`src/rtl/program_loader.sv`:
```
// program_loader
//   Boot/run sequencer between an external program load stream and the CPU core.
//   After reset it streams program words into instruction memory, optionally
//   seeds the register file with r[k]=k, holds the core in reset for
//   RESET_HOLD_CYCLES cycles, runs it for RUN_CYCLES cycles (0 = forever) and
//   then freezes it with done set.
//
//   Optional feature macro: REG_INIT_EN (adds the register-file seeding phase;
//   when undefined rf_we/rf_addr/rf_wdata are constant 0).
//
// Ports
//   clock        in   system clock, all state on rising edge
//   reset        in   asynchronous active-low reset
//   load_valid   in   load word present
//   load_ready   out  loader accepts a word this cycle
//   load_data    in   program word
//   load_last    in   final word of program
//   imem_we      out  instruction memory write strobe (1 cycle after handshake)
//   imem_addr    out  instruction memory word index
//   imem_wdata   out  instruction memory write data
//   rf_we        out  register file write strobe
//   rf_addr      out  register index
//   rf_wdata     out  register data
//   cpu_reset    out  active-low reset to the core
//   running      out  high while the core executes
//   done         out  sticky, run budget exhausted
//   overflow     out  sticky, program longer than INSTR_MEM_SIZE
//   cycle_count  out  cycles spent in RUN, saturating

module program_loader #(
    parameter int INSTR_MEM_SIZE    = 32,
    parameter int DATA_WIDTH        = 32,
    parameter int RESET_HOLD_CYCLES = 2,
    parameter int RUN_CYCLES        = 5,
    parameter int CNT_W             = 16,
    localparam int ADDR_W = (INSTR_MEM_SIZE > 1) ? $clog2(INSTR_MEM_SIZE) : 1
) (
    input  logic                  clock,
    input  logic                  reset,
    input  logic                  load_valid,
    output logic                  load_ready,
    input  logic [DATA_WIDTH-1:0] load_data,
    input  logic                  load_last,
    output logic                  imem_we,
    output logic [ADDR_W-1:0]     imem_addr,
    output logic [DATA_WIDTH-1:0] imem_wdata,
    output logic                  rf_we,
    output logic [4:0]            rf_addr,
    output logic [31:0]           rf_wdata,
    output logic                  cpu_reset,
    output logic                  running,
    output logic                  done,
    output logic                  overflow,
    output logic [CNT_W-1:0]      cycle_count
);

    // Word index is one bit wider than the address so "index == depth" is
    // representable; it saturates there instead of wrapping.
    localparam int IDX_W  = $clog2(INSTR_MEM_SIZE + 1);
    localparam int HOLD_W = $clog2(RESET_HOLD_CYCLES + 1);

    typedef enum logic [2:0] {
        S_LOAD,
        S_RINIT,
        S_HOLD,
        S_RUN,
        S_DONE
    } state_t;

    state_t             state, state_nx;
    logic               armed;
    logic               accept;
    logic [IDX_W-1:0]   idx;
    logic [HOLD_W-1:0]  hcnt;
    logic               hold_end;
    logic               run_end;
    logic               rinit_end;

    // armed keeps load_ready low in the first cycle after reset release.
    assign load_ready = (state == S_LOAD) && armed;
    assign accept     = load_valid && load_ready;
    assign hold_end   = (hcnt == HOLD_W'(RESET_HOLD_CYCLES - 1));
    assign run_end    = (RUN_CYCLES != 0) && (cycle_count == CNT_W'(RUN_CYCLES - 1));

`ifdef REG_INIT_EN
    logic [4:0] rcnt;

    always_ff @(posedge clock or negedge reset) begin
        if (!reset) begin
            rcnt <= '0;
        end else begin
            rcnt <= (state == S_RINIT) ? rcnt + 5'd1 : '0;
        end
    end

    assign rinit_end = (rcnt == 5'd31);
    assign rf_we     = (state == S_RINIT);
    assign rf_addr   = rcnt;
    assign rf_wdata  = {27'd0, rcnt};
`else
    assign rinit_end = 1'b1;
    assign rf_we     = 1'b0;
    assign rf_addr   = '0;
    assign rf_wdata  = '0;
`endif

    always_ff @(posedge clock or negedge reset) begin
        if (!reset) begin
            state <= S_LOAD;
        end else begin
            state <= state_nx;
        end
    end

    always_comb begin
        state_nx  = state;
        cpu_reset = 1'b0;
        running   = 1'b0;
        done      = 1'b0;
        unique case (state)
            S_LOAD: begin
                if (accept && load_last) begin
`ifdef REG_INIT_EN
                    state_nx = S_RINIT;
`else
                    state_nx = S_HOLD;
`endif
                end
            end
            S_RINIT: begin
                if (rinit_end) state_nx = S_HOLD;
            end
            S_HOLD: begin
                if (hold_end) state_nx = S_RUN;
            end
            S_RUN: begin
                cpu_reset = 1'b1;
                running   = 1'b1;
                if (run_end) state_nx = S_DONE;
            end
            S_DONE: begin
                done = 1'b1;
            end
            default: state_nx = S_LOAD;
        endcase
    end

    always_ff @(posedge clock or negedge reset) begin
        if (!reset) begin
            armed       <= 1'b0;
            idx         <= '0;
            imem_we     <= 1'b0;
            imem_addr   <= '0;
            imem_wdata  <= '0;
            overflow    <= 1'b0;
            hcnt        <= '0;
            cycle_count <= '0;
        end else begin
            armed   <= 1'b1;
            imem_we <= 1'b0;
            if (accept) begin
                // Words beyond the memory depth are consumed but dropped.
                if (idx < IDX_W'(INSTR_MEM_SIZE)) begin
                    imem_we    <= 1'b1;
                    imem_addr  <= idx[ADDR_W-1:0];
                    imem_wdata <= load_data;
                    idx        <= idx + IDX_W'(1);
                end else begin
                    overflow <= 1'b1;
                end
            end
            hcnt <= (state == S_HOLD) ? hcnt + HOLD_W'(1) : '0;
            if (state == S_RUN && cycle_count != '1) begin
                cycle_count <= cycle_count + CNT_W'(1);
            end
        end
    end

endmodule

```
`config.mk`:
```
export PLATFORM = sky130hd
export DESIGN_NAME = program_loader
export DESIGN_NICKNAME = d
export VERILOG_FILES = /design/src/rtl/program_loader.sv
export SDC_FILE = /design/constraint.sdc
export NUM_CORES = 1
export LEC_CHECK = 0
export ABC_AREA = 1
export CAP_MARGIN = 30
export CORE_UTILIZATION = 44
export DETAILED_ROUTE_END_ITERATION = 10
export GPL_TIMING_DRIVEN = 0
export PLACE_DENSITY = 0.92
export REMOVE_ABC_BUFFERS = 1
export SYNTH_ARGS = -nofsm -noshare
export SYNTH_HDL_FRONTEND = slang
export SYNTH_SLANG_ARGS = --single-unit
```
`constraint.sdc`:
```
create_clock -name clock -period 2.05 [get_ports clock]
set_clock_uncertainty 0.2 [all_clocks]
set_input_delay 0.5125 -clock clock [delete_from_list [all_inputs] [get_ports clock]]
set_output_delay 0.5125 -clock clock [all_outputs]
set_load 0.01 [all_outputs]
```
==> impl_metrics.csv <==
group,metric,value,unit
critical_path,cp_num_cells,1,
finish,drive_above_1_share,10.9,%
place,port-buffer-count,94,
die,dieArea,8040,um2
clock_tree,htree_levels,3,
clock_tree,insertion_delay,0.34,ns
place,place_area,4220,um2
finish,stdcell_count,621,
hold_path,holdCritPathClass,"primary input to async pin",
detailed_routing,ant_nets,0,
timing,max_freq,0.497,GHz
pwr,p_per_area,769,nW/um2
pwr,p_leak,2.41,nW
critical_path,r2r_start,"state[1]",
detailed_routing,wl_per_cell,12.7,um
pwr,p_total,3.50,mW
detailed_routing,first_pass_iters,6,
timing,relSlewSlack,43.1,%
logic_synthesis,syn_area,3380,um2
logic_synthesis,synthMuxAreaShare,0,%
critical_path,cp-end-kind,"output port",
finish,area_delta_synth_final,34.8,%
critical_path,crit_type,"flip-flop to output port",
grt,grt_usage,19.9,%
place,place.gp.congestion,0.831,
flow_run,cap_violations,0,
logic_synthesis,ys_seq_elements,67,
logic_synthesis,synth-compound-area-share,2.74,%
finish,diodes,0,
critical_path,crit_path_start_kind,"flip-flop",
die,rows,31,
place,dp_hpwl,5240,um
timing,tightest_slew,0.854,ns
die,die_width,89.7,um
critical_path,crit_required,1.34,ns
grt,grt_max_degree,68,
critical_path,cp-startpoint,"cycle_count[13]",
critical_path,crit_arrival,1.30,ns
timing,setup_viol,0,
grt,antenna_found_initial,0,
clock_tree,clkSinkCount,67,
pwr,ir_drop,0.340,mV
clock_tree,clk_pin_slew,0.07,ns
timing,drv_slew,0,
timing,finalHoldViolCount,0,
clock_tree,cts-root-buf,"clkbuf_8",
grt,grt-ovfl-total,0,
timing,timing.final.crit_period,2.01,ns
logic_synthesis,synth_cell_type_count,26,
critical_path,max_stage_delay,0.56,ns
logic_synthesis,synth_top_family_by_area,"simple AND/OR/NAND/NOR gates",
finish,nets,558,
finish,final_cell_area,4560,um2
die,die_h,89.7,um
logic_synthesis,synth_area_leaders,"dfrtp_1 (50%), nand2_1 (20%), buf_4 (9.5%)",
die,core-area,7330,um2
critical_path,r2r_end,"idx[3]",
die,pin_count,133,
place,dp.cells,594,
logic_synthesis,ys_warn_count,0,
clock_tree,cts_buffer_depth,2,
timing,period_share,98.2,%
clock_tree,cts_tree,"done",
critical_path,crit_end,"cycle_count[13]",
detailed_routing,drtIter0Drc,138,
logic_synthesis,synth-simple-area-share,28.9,%
detailed_routing,drc,0,
critical_path,crit_slowest_cell,"clkdlybuf4s50_1",
critical_path,r2r_cells,8,
status,status,"complete, no violations",
critical_path,crit_chain,"clkdlybuf4s50_1",
timing,grt_setup_unrepaired,"true",
critical_path,cp_top_family,"buffers and inverters",
critical_path,path_buf_inv,1,
logic_synthesis,syn_area_per_cell,8.19,um2
detailed_routing,dr_total_vias,2888,
clock_tree,cts_made_buffers,9,
logic_synthesis,ys_seq_area_share,49.6,%
logic_synthesis,syn_inst,413,
grt,grt_pass1_vias,2703,
die,start_util,46.1,%
logic_synthesis,synth_fa_ha_area_share,1.48,%
logic_synthesis,synthXorXnorAreaFrac,3.37,%
logic_synthesis,synth.top_cell.area_share,49.6,%
detailed_routing,wl,7900,um
logic_synthesis,yosysTopAreaCell,"dfrtp_1",
detailed_routing,viasPerCell,4.65,
critical_path,rrSetupSlack,0.10,ns
critical_path,cp_max_fo,5,
grt,grt_pass1_wl,11900,um
==> layout by cell type, fill, tap and decap left out, types with 4 or more instances in the layout <==
cell	n
o21ai_0	12
dlymetal6s2s_1	6
dlygate4sd2_1	5
xnor2_1	8
nand3_1	10
nand4_1	5
buf_4	12
dfrtp_1	56
dfrtp_2	11
conb_1	39
ha_1	4
inv_1	23
clkdlybuf4s50_1	78
xor2_1	5
nand2_1	184
clkbuf_8	10
nor2_1	22
==> flip-flops by register name (all words and copies together), names as in the netlist <==
signal,flops
imem_we,1
cycle_count,16
imem_addr,5
imem_wdata,32
idx,6
state,3
overflow,1
hcnt,2
armed,1
==> worst min path at each step <==
stage / start / end / slack [ns]
floorplan: reset / armed / 0.02
global placement: hcnt[0] / hcnt[0] / 0.22
detailed placement: hcnt[0] / hcnt[0] / 0.23
CTS: reset / imem_wdata[15] / 0.11
global route: reset / imem_wdata[0] / 0.15
finish: reset / imem_wdata[4] / 0.07
==> metal layers <==
metal	part of all wire, %	global-route usage [%]
met1	40	22.7
met2	50	33.9
met3	9.0	6.95
met4	1.3	8.37
met5	0	0
==> per-stage QoR <==
step           hold slack, ns  setup WS [ns]  util, %  TNS, ns
6_report               0.0690         0.0379     62.2        0
5_1_grt                 0.148        -0.0265     62.2  -0.0631
4_1_cts                 0.108        -0.0187     60.8  -0.0567
3_5_place_dp            0.229          -1.04     57.6   -40.35
3_3_place_gp            0.220          -1.93     57.6  -168.19
2_1_floorplan          0.0169         -0.261        -    -8.39
==> cell families after synthesis <==
family / Yosys count
flip-flops: 67
other: 2
adder cells (fa/ha/maj): 4
buffers and inverters: 76
XOR/XNOR: 13
AO/OA/AOI/OAI: 17
AND/OR/NAND/NOR: 234
==> power breakdown <==
part | internal [mW] | switching (mW)
Combinational | 0.369 | 0.535
Sequential | 1.42 | 0.0891
Clock | 0.584 | 0.502
==> synth_stat cells <==
master,number
inv_4,1
nor3_1,3
buf_2,1
nor2_1,23
nand2_1,184
nand3_2,3
xor2_1,5
o21ai_0,12
nand2_2,2
inv_1,25
a21oi_1,1
buf_6,2
o31ai_1,2
inv_2,1
nor3_4,3
nand4_1,5
buf_4,43
o21bai_1,1
ha_1,4
dfrtp_1,67
nand2_4,1
o21ai_1,1
xnor2_1,8
clkbuf_1,3
conb_1,2
nand3_1,10
==> what timing repair did <==
item                                   in CTS  in global routing
resized for setup                          33                 13
gates cloned                                0                  1
hold buffers                                0                  0
pin swaps                                   1                  4
endpoints found under the hold margin       0                  0
setup endpoints to repair                  58                 68
setup buffers                               2                  9
==> area by class of cell <==
| cell class | count | area, um2 |
|---|---|---|
| clock inverter | 5 | 53.8 |
| sequential | 67 | 1690 |
| multi-input combinational | 308 | 1420 |
| inverter | 27 | 116 |
| tap | 99 | 124 |
| timing repair buffer | 105 | 1020 |
| fill | 594 | 2770 |
| clock buffer | 10 | 138 |
No activity file was read; power rests on OpenSTA's default activity.
